[config.mk]
export PLATFORM = sky130hd
export DESIGN_NAME = fetch_stage
export DESIGN_NICKNAME = d
export VERILOG_FILES = /design/src/rtl/fetch_stage.sv
export SDC_FILE = /design/constraint.sdc
export NUM_CORES = 1
export LEC_CHECK = 0
export CAP_MARGIN = 5
export CELL_PAD_IN_SITES_DETAIL_PLACEMENT = 2
export CELL_PAD_IN_SITES_GLOBAL_PLACEMENT = 2
export CORE_UTILIZATION = 26
export CTS_CLUSTER_SIZE = 12
export DETAILED_ROUTE_END_ITERATION = 10
export MAX_ROUTING_LAYER = met4
export PLACE_DENSITY = 0.85
export SYNTH_ARGS = -nofsm -noshare
export SYNTH_HDL_FRONTEND = slang
export SYNTH_SLANG_ARGS = --single-unit
[constraint.sdc]
create_clock -name clk -period 5.01 [get_ports clk]
set_clock_uncertainty 0.1 [all_clocks]
set_input_delay 1.002 -clock clk [delete_from_list [all_inputs] [get_ports clk]]
set_output_delay 1.002 -clock clk [all_outputs]
set_load 0.005 [all_outputs]
[src/rtl/fetch_stage.sv]
// Instruction fetch stage: owns the fetch PC, issues one outstanding request
// at a time over req/gnt/rvalid, and holds the returned word in a one-entry
// instruction register with valid/stall flow control and PC redirects.
module fetch_stage #(
  parameter logic [31:0] RESET_PC  = 32'h0000_0000,
  parameter logic [31:0] NOP_INSTR = 32'h0000_0013
) (
  input  logic        clk,
  input  logic        reset,
  output logic        imem_req,
  output logic [31:0] imem_addr,
  input  logic        imem_gnt,
  input  logic        imem_rvalid,
  input  logic [31:0] imem_rdata,
  input  logic        pc_src,
  input  logic [31:0] pc_target,
  input  logic        stall,
  output logic        instr_valid,
  output logic [31:0] instr,
  output logic [6:0]  op,
  output logic [31:0] pc,
  output logic [31:0] pc_plus4
);

  typedef enum logic [0:0] {
    S_REQ  = 1'b0,
    S_WAIT = 1'b1
  } state_e;

  state_e      state_q, state_d;
  logic [31:0] fetch_pc_q, fetch_pc_d;
  logic        drop_q, drop_d;
  logic        instr_valid_q, instr_valid_d;
  logic [31:0] instr_q, instr_d;
  logic [31:0] pc_q, pc_d;
  logic [31:0] pc_plus4_q, pc_plus4_d;

  logic        ir_free_s;
  logic        req_s;
  logic [31:0] fetch_pc_inc_s;

  // Request is issued only when the IR can take the word by the time it
  // returns; it depends on stall, so it stays combinational.
  always_comb begin
    ir_free_s      = !instr_valid_q || !stall;
    req_s          = !reset && (state_q == S_REQ) && ir_free_s;
    fetch_pc_inc_s = fetch_pc_q + 32'd4;
  end

  // Next-state logic: consume, response load, then redirect overrides.
  always_comb begin
    state_d       = state_q;
    fetch_pc_d    = fetch_pc_q;
    drop_d        = drop_q;
    instr_valid_d = instr_valid_q;
    instr_d       = instr_q;
    pc_d          = pc_q;
    pc_plus4_d    = pc_plus4_q;

    // Decode takes the word this cycle; a same-cycle load below wins.
    if (instr_valid_q && !stall) begin
      instr_valid_d = 1'b0;
      instr_d       = NOP_INSTR;
    end else begin
      instr_valid_d = instr_valid_q;
    end

    case (state_q)
      S_REQ: begin
        if (req_s && imem_gnt) begin
          state_d = S_WAIT;
        end else begin
          state_d = S_REQ;
        end
      end
      S_WAIT: begin
        if (imem_rvalid) begin
          state_d = S_REQ;
          if (drop_q) begin
            drop_d = 1'b0;
          end else begin
            instr_d       = imem_rdata;
            instr_valid_d = 1'b1;
            pc_d          = fetch_pc_q;
            pc_plus4_d    = fetch_pc_inc_s;
            fetch_pc_d    = fetch_pc_inc_s;
          end
        end else begin
          state_d = S_WAIT;
        end
      end
      default: begin
        state_d = S_REQ;
      end
    endcase

    // Redirect: new fetch address, flush the IR, and mark any fetch still
    // in flight as stale so its data is thrown away.
    if (pc_src) begin
      fetch_pc_d    = pc_target & ~32'h0000_0003;
      instr_valid_d = 1'b0;
      instr_d       = NOP_INSTR;
      if (state_q == S_WAIT) begin
        if (imem_rvalid) begin
          drop_d = 1'b0;
        end else begin
          drop_d = 1'b1;
        end
      end else if (req_s && imem_gnt) begin
        drop_d = 1'b1;
      end else begin
        drop_d = drop_q;
      end
    end else begin
      fetch_pc_d = fetch_pc_d;
    end
  end

  // State and instruction-register flops with asynchronous reset.
  always_ff @(posedge clk or posedge reset) begin
    if (reset) begin
      state_q       <= S_REQ;
      fetch_pc_q    <= RESET_PC;
      drop_q        <= 1'b0;
      instr_valid_q <= 1'b0;
      instr_q       <= NOP_INSTR;
      pc_q          <= RESET_PC;
      pc_plus4_q    <= RESET_PC + 32'd4;
    end else begin
      state_q       <= state_d;
      fetch_pc_q    <= fetch_pc_d;
      drop_q        <= drop_d;
      instr_valid_q <= instr_valid_d;
      instr_q       <= instr_d;
      pc_q          <= pc_d;
      pc_plus4_q    <= pc_plus4_d;
    end
  end

  assign imem_req    = req_s;
  assign imem_addr   = fetch_pc_q;
  assign instr_valid = instr_valid_q;
  assign instr       = instr_q;
  assign op          = instr_q[6:0];
  assign pc          = pc_q;
  assign pc_plus4    = pc_plus4_q;

endmodule

After elaboration in Yosys (flattened, before gate mapping)

Index checks and enable logic that the tools add are counted.

Register bits: 131
Output and inout bits: 137
Bits of input ports: 70
Memories: 0
ROM bits: 0
Latch bits: 0
Memory bits (writable): 0

Divide/modulo/power cells: 0
Equality and inequality tests: 1
$mul: 0
Shift operators: 0
Muxes and demuxes: 22
Magnitude comparators: 0
$add $sub $neg: 1
Reduce and logical (&&, ||, !) cells: 14
Bitwise operators: 2

Operators with widths:

| kind                                           | number |
|---|---|
| two-way mux 32 bit                             | 9 |
| adder 32 x 3 -> 32 bit (second input constant) | 1 |
| two-way mux 1 bit                              | 12 |
| AND reduction 3 bit                            | 3 |
| nonzero test 2 bit                             | 3 |
| logical AND 1 bit                              | 4 |
| logical NOT 1 bit                              | 3 |
| inequality test 2 bit (second input constant)  | 1 |
| inverter 1 bit                                 | 2 |
| one-hot mux 1 bit (2 select lines)             | 1 |
| logical OR 1 bit                               | 1 |

Longest topological paths before layout

Gate-level depths: netlist of the first run.

Depth after elaboration: 7
Mapped depth: 7

Worst setup path before layout of the first run

Ideal clock, no wire load.

Path type: input to output
Start: input port stall
End: output port imem_req
Path slack: 2.602 ns
Cell stages on the path: 1
Path buffers: 0
Data required time: 3.908 ns
Arrival time: 1.306 ns
Cells stage by stage: a211oi_1

Word-level cells in the longest chain between the ends: 3

RTL lines:

| element           | RTL line | source |
|---|---|---|
| from (decl)       | 17       | `input logic stall,` |
| logical NOT 1 bit | 45       | `ir_free_s = !instr_valid_q \|\| !stall;` |
| logical OR 1 bit  | 45       |  |
| logical AND 1 bit | 46       | `req_s = !reset && (state_q == S_REQ) && ir_free_s;` |
| to (decl)         | 10       | `output logic imem_req,` |

No other way between the ends.

Worst setup path after layout of the first run

Start: input port reset
End: output port imem_req

Word-level cells in the longest chain between the ends: 3

RTL lines:

| element                        | RTL line | source |
|---|---|---|
| from (decl)                    | 9        | `input logic reset,` |
| logical NOT 1 bit (no line)    | --       |  |
| logical AND 1 bit (2 in a row) | 46       |  |

No other way between the ends.

==> results by group, run 1 <==
Outcome
  – Outcome: complete, no violations

Placement
  – Post-detail-place hpwl: 14.4 mm
  – Cell Area, Placed: 7900 um2
  – IO Port Bufs: 198
  – Placed Cells: slightly above 1000
  – GPL Wtd Cong: 0.726

Logic synthesis
  – Synth cell types: 44
  – Predominant post-synthesis flop cell: dfrtp_1
  – Seq cells post-synth: 125
  – Cell area after synthesis: 5800 um2
  – Synth warnings: 0
  – Yosys top cell area share: 52.2%
  – Cell count after synthesis: 600
  – Yosys top cell by area: dfrtp_1
  – Leading post-synthesis cells by cell area: dfrtp_1, nand2_1, o21ai_0
  – Ys async rst share: 100%
  – Post-synthesis sequential area ratio: 54.0%
  – Number of synthesized flops with an enable pin: 0
  – Mean Syn Cell Area: about 9.7 um2

Setup path
  – Crit-path slowest cell: clkdlybuf4s50_1
  – Worst-path fanout max: 2
  – Worst setup SP type: input port
  – CP Class: input port to primary output
  – Worst R2R Start: imem_addr[3]
  – Reg2reg setup slack: between 2 and 2.5 ns
  – Critical path depth: 3
  – Critical path buffers and inverters: 2
  – Cell Chain, Critical Path: clkdlybuf4s50_1 -> a211oi_1 -> clkdlybuf4s50_1
  – Crit path capture type: primary output
  – Critical path origin: reset
  – CP endpoint: imem_req
  – Worst reg2reg path depth: 6
  – CP required: between 3 and 4 ns
  – Worst R2R End: imem_addr[26]
  – Crit path top cell by count: clkdlybuf4s50_1
  – CP max stage delay: 0.58 ns
  – Critical path arrival: between 2 and 2.5 ns
  – Crit-path leading delay family: buffers and inverters

Detailed routing
  – Post-DRT Antenna Nets: 0
  – Vias per inst: ~4.8
  – Via count: 5097
  – DRC: 0
  – Iteration count of the initial detailed-routing pass: 4
  – Initial DRC count: 169
  – Post-Route WL: 20.8 mm
  – Per-cell routed wire length: 19.6 um

GRT
  – Global-route wire length before repair: approximately 33 mm
  – Vias in the first global route: 5558
  – Overall Global Routing Usage: 19.5%
  – GRT overflow: 0
  – Largest net degree at the start of global routing: 83
  – Initial antenna violation count: 1

Clock network
  – CTS Root Cell: clkbuf_16
  – Longest Clk Path Bufs: 2
  – Cts hold-fix bufs: 0
  – Setup Fix Bufs, Post-CTS: 0
  – H-tree Lvls: 4
  – Clk sinks: ~130
  – Clk pin slew, worst setup/hold paths: 0.05 ns
  – Post-CTS sizing: 0
  – Later-pin clock latency in the skew report: 0.42 ns
  – Cts bufs inserted: 17
  – TritonCTS clock tree: done

STA
  – Fin crit period: 3.52 ns
  – Hold violation count in the final report: 0
  – RSZ-0062 raised after global routing: no
  – Hold WS: approximately 0.38 ns
  – Crit share post-route: 70.3%
  – Fin. max-slew vios: 0
  – Worst Tran Pin Value: 1.14 ns
  – Final setup fails: 0
  – FMAX: between 0.2 and 0.3 GHz
  – Setup TNS: 0 ns
  – Slew HR: 24.3%

Power
  – VDD IR-drop max: between 200 and 300 uV
  – Pwr Density: around 440 nW/um2
  – Leak Pwr: 0.00358 uW

Floorplanning
  – DIE WIDTH: 151 um
  – Row cnt: 54
  – Die area: 22900 um2
  – Core Area: 21800 um2
  – Initial Util: 26.6%
  – Die Height: 151 um
  – # IOs: 207

Hold path
  – Hold Path Class: flop to flop
  – WHS Path Cells: 2

Cells and area
  – P&R area growth vs syn: 47.0%
  – Fin cells: 1063
  – Design area: ~8500 um2
  – Fin nets: around 840
  – Share of cells above drive strength 1: under 10%

Flow run
  – Maximum Capacitance Violations: 0
==> per-stage QoR <==
stage	power [uW]	setup WS [ns]	util [%]
2_1_floorplan	1740	0.587	-
3_3_place_gp	2400	1.55	36.2
3_5_place_dp	2450	1.46	36.2
4_1_cts	3800	1.46	39.1
5_1_grt	3960	1.41	39.1
6_report	3740	1.49	39.1
==> layer usage <==
layer	vias to the layer above	global-route usage, %	routed length [um]
met5	-	-	0
met4	0	7.50	458
met3	29	4.85	1050
met2	117	31.1	10400
met1	2593	23.8	8960
li1	2358	-	-
==> flip-flops by register name, summed over array words and instances, names as in the netlist <==
signal and count:
instr 32, imem_addr 30, pc 30, pc_plus4 30, drop_q 1, instr_valid 1
state_q 1
==> synth_stat cells, types with 13 or more instances <==
master	count
nand2_1	162
dfrtp_1	121
o21ai_0	55
a22o_1	29
clkbuf_1	28
xnor2_1	26
xor2_1	26
buf_4	17
buf_2	16
nand3_1	15
nand4_1	14
nor2_1	13
==> cell type report <==
| class | count | area [um2] |
|---|---|---|
| diodes | 2 | 5.00 |
| fillers | 2341 | 13300 |
| well taps | 280 | 350 |
| clock inverters | 11 | 165 |
| multi-input cells | 412 | 2350 |
| inverters | 7 | 31.3 |
| clock buffers | 21 | 460 |
| flip-flops and latches | 125 | 3130 |
| repair buffers | 205 | 2030 |
==> power by group <==
group	switching, uW	internal [uW]	leakage (uW)	total [uW]
registers	193	1260	0.00160	1460
clock network	472	857	0.000307	1330
logic	376	582	0.00167	958
==> worst reg2reg max path: stages, from the launching register on <==
cell,delay [ns]
dfrtp_1,0.46
ha_1,0.30
and4_1,0.37
and3_1,0.56
nand2_1,0.18
o311ai_0,0.36
o311ai_0,0.19
==> how the worst min path moves through the flow <==
stage,startpoint,end
2_1_floorplan,pc_plus4[3],pc_plus4[3]
3_3_place_gp,pc_plus4[4],pc_plus4[4]
3_5_place_dp,pc[18],pc[18]
4_1_cts,pc[18],pc[18]
5_1_grt,pc[6],pc[6]
6_report,pc[18],pc[18]
==> cell usage in the layout (no fill, tap or decap), types with 4 or more instances in the layout <==
cell type,instances
a21oi_1,5
a22o_1,29
and3_1,7
and4_1,7
buf_4,7
bufinv_16,4
clkbuf_16,17
clkdlybuf4s50_1,197
clkinv_2,4
conb_1,6
dfrtp_1,121
dfstp_2,4
inv_1,6
nand2_1,162
nand3_1,15
nand4_1,14
nor2_1,12
nor3_1,7
nor4_1,6
o21ai_0,55
xnor2_1,26
xor2_1,26
==> cell families (layout without fill, tap and decap cells) <==
| group | after synthesis | in the layout | share of synthesized area [%] |
|---|---|---|---|
| buf+inv | 68 | 244 | 5.84 |
| other cells | 1 | 8 | 0.0646 |
| mux | 1 | 1 | 0.172 |
| compound gates | 105 | 105 | 11.8 |
| flops | 125 | 125 | 54.0 |
| xor+xnor | 52 | 52 | 7.85 |
| simple gates | 247 | 247 | 20.1 |
| fa+ha+maj | 1 | 1 | 0.216 |
(Power assumes the default switching activity.)
==> run 2: changes to the inputs <==
==> constraint.sdc (replaced) <==
create_clock -name clk -period 3.7 [get_ports clk]
set_clock_uncertainty 0.1 [all_clocks]
set_input_delay 0.74 -clock clk [delete_from_list [all_inputs] [get_ports clk]]
set_output_delay 0.74 -clock clk [all_outputs]
set_load 0.005 [all_outputs]
==> results by group, run 2 (same netlist as run 1, synthesis figures left out) <==
Floorplanning
  – Initial Util: 26.6% (unchanged)
  – Die Height: 151 um (unchanged)
  – DIE WIDTH: 151 um (unchanged)
  – Core Area: 21800 um2 (unchanged)
  – Row cnt: 54 (unchanged)
  – Die area: 22900 um2 (unchanged)
  – # IOs: 207 (unchanged)

GRT
  – Vias in the first global route: 5675 (was 5558)
  – Overall Global Routing Usage: 19.6% (was 19.5%)
  – Global-route wire length before repair: 32.7 mm (was 32.5 mm)
  – GRT overflow: 0 (unchanged)
  – Initial antenna violation count: 3 (was 1)
  – Largest net degree at the start of global routing: 126 (was 83)

Cells and area
  – Share of cells above drive strength 1: 7.26% (was 6.91%)
  – Max reg flops: 32 (unchanged)
  – Commonest non-fill, non-tap cell in the layout: clkdlybuf4s50_1 (unchanged)
  – Commonest non-fill, non-tap cells in the layout: clkdlybuf4s50_1, nand2_1, dfrtp_1, o21ai_0, a22o_1 (unchanged)
  – Fin nets: 844 (was 839)
  – Final design utilization: 39.2% (was 39.1%)
  – P&R area growth vs syn: 47.5% (was 47.0%)
  – Fin cells: 1069 (was 1063)

Detailed routing
  – Vias per inst: 4.80 (was 4.79)
  – Initial DRC count: 174 (was 169)
  – Post-Route WL: 20.9 mm (was 20.8 mm)
  – Per-cell routed wire length: 19.5 um (was 19.6 um)
  – Via count: 5135 (was 5097)
  – DRC: 0 (unchanged)
  – Iteration count of the initial detailed-routing pass: 4 (unchanged)
  – Post-DRT Antenna Nets: 0 (unchanged)

STA
  – FMAX: approximately 0.34 GHz
  – Setup TNS: 0 ns (unchanged)
  – Final setup fails: 0 (unchanged)
  – Crit share post-route: 79.1%
  – Fin. max-slew vios: 0 (unchanged)
  – Fin crit period: approximately 3 ns
  – RSZ-0062 raised after global routing: no (unchanged)
  – Worst Tran Pin Value: 0.766 ns (was 1.14 ns)
  – Hold violation count in the final report: 0 (unchanged)
  – Slew HR: 48.9% (was 24.3%)
  – Final worst-path setup slack: 0.772 ns (was 1.49 ns)

Power
  – Leak Pwr: 0.00359 uW (was 0.00358 uW)
  – VDD IR-drop max: 280 uV (was 256 uV)
  – Pwr Density: 580 nW/um2 (was 439 nW/um2)
  – Final Power: 4970 uW (was 3740 uW)

Placement
  – Placed Cells: 1034 (was 1029)
  – Placement Setup Slack: 0.605 ns (was 1.46 ns)
  – GPL Wtd Cong: 0.716 (was 0.726)
  – IO Port Bufs: 198 (unchanged)
  – Post-detail-place hpwl: 14.5 mm (was 14.4 mm)

Clock network
  – Cts hold-fix bufs: 0 (unchanged)
  – Longest Clk Path Bufs: 2 (unchanged)
  – Clk sinks: 125 (unchanged)
  – Setup Fix Bufs, Post-CTS: 0 (unchanged)
  – Later-pin clock latency in the skew report: 0.42 ns (about the same)
  – Post-CTS sizing: 0 (unchanged)
  – Cts bufs inserted: 17 (unchanged)
  – Clk pin slew, worst setup/hold paths: 0.05 ns (about the same)
  – CTS Root Cell: clkbuf_16 (unchanged)
  – TritonCTS clock tree: done (unchanged)
  – H-tree Lvls: 4 (unchanged)

Setup path
  – Crit path capture type: primary output (unchanged)
  – CP Class: input port to primary output (unchanged)
  – Worst setup SP type: input port (unchanged)
  – Reg2reg setup slack: 0.99 ns (was 2.34 ns)
  – Worst-path fanout max: 3 (was 2)
  – Critical path arrival: 2.09 ns (was 2.42 ns)
  – CP required: 2.86 ns (was 3.91 ns)

Hold path
  – Hold Path Class: flop to flop (unchanged)

Flow run
  – Maximum Capacitance Violations: 0 (unchanged)

Outcome
  – Outcome: complete, no violations (unchanged)
==> run 2: final cells by class <==
class / count / area [um2]
diodes: 4 / 10.0
clock buffers: 25 / 505
clock inverters: 6 / 82.6
fillers: 2305 / 13300
inverters: 7 / 30.0
multi-input cells: 412 / 2350
flip-flops and latches: 125 / 3130
well taps: 280 / 350
repair buffers: 210 / 2090
==> run 2: final timing paths <==
kind,startpoint,endpoint,cells past startpoint
setup / recovery,stall,imem_req,3
hold / removal,pc[25],pc[25],2
setup reg to reg,imem_addr[2],imem_addr[26],6
hold reg to reg,pc[25],pc[25],2
max in group asynchronous,reset,instr[3],3
min in group asynchronous,reset,instr[23],3
==> run 2: power by group <==
part / switching [uW] / leakage (uW) / internal, uW
Sequential: 271 / 0.00160 / 1710
Combinational: 501 / 0.00170 / 796
Clock: 612 / 0.000289 / 1070
==> run 2: worst max-delay path, stage by stage <==
cell,delay (ns)
clkdlybuf4s50_1,0.45
a211oi_1,0.33
clkdlybuf4s50_1,0.56
==> run 2: metrics by stage <==
step,hold WS (ns),cell area [um2]
floorplan,0.370,5830
global placement,0.360,7960
detailed placement,0.369,7960
CTS,0.383,8550
global route,0.395,8550
finish,0.380,8560
==> run 2: layer usage <==
| metal | up-vias | track usage [%] | part of all wire (%) |
|---|---|---|---|
| met2 | 126 | 30.5 | 49 |
| li1 | 2370 | - | - |
| met1 | 2604 | 24.2 | 43 |
| met3 | 35 | 4.58 | 4.8 |
| met5 | - | - | 0 |
| met4 | 0 | 8.10 | 2.7 |
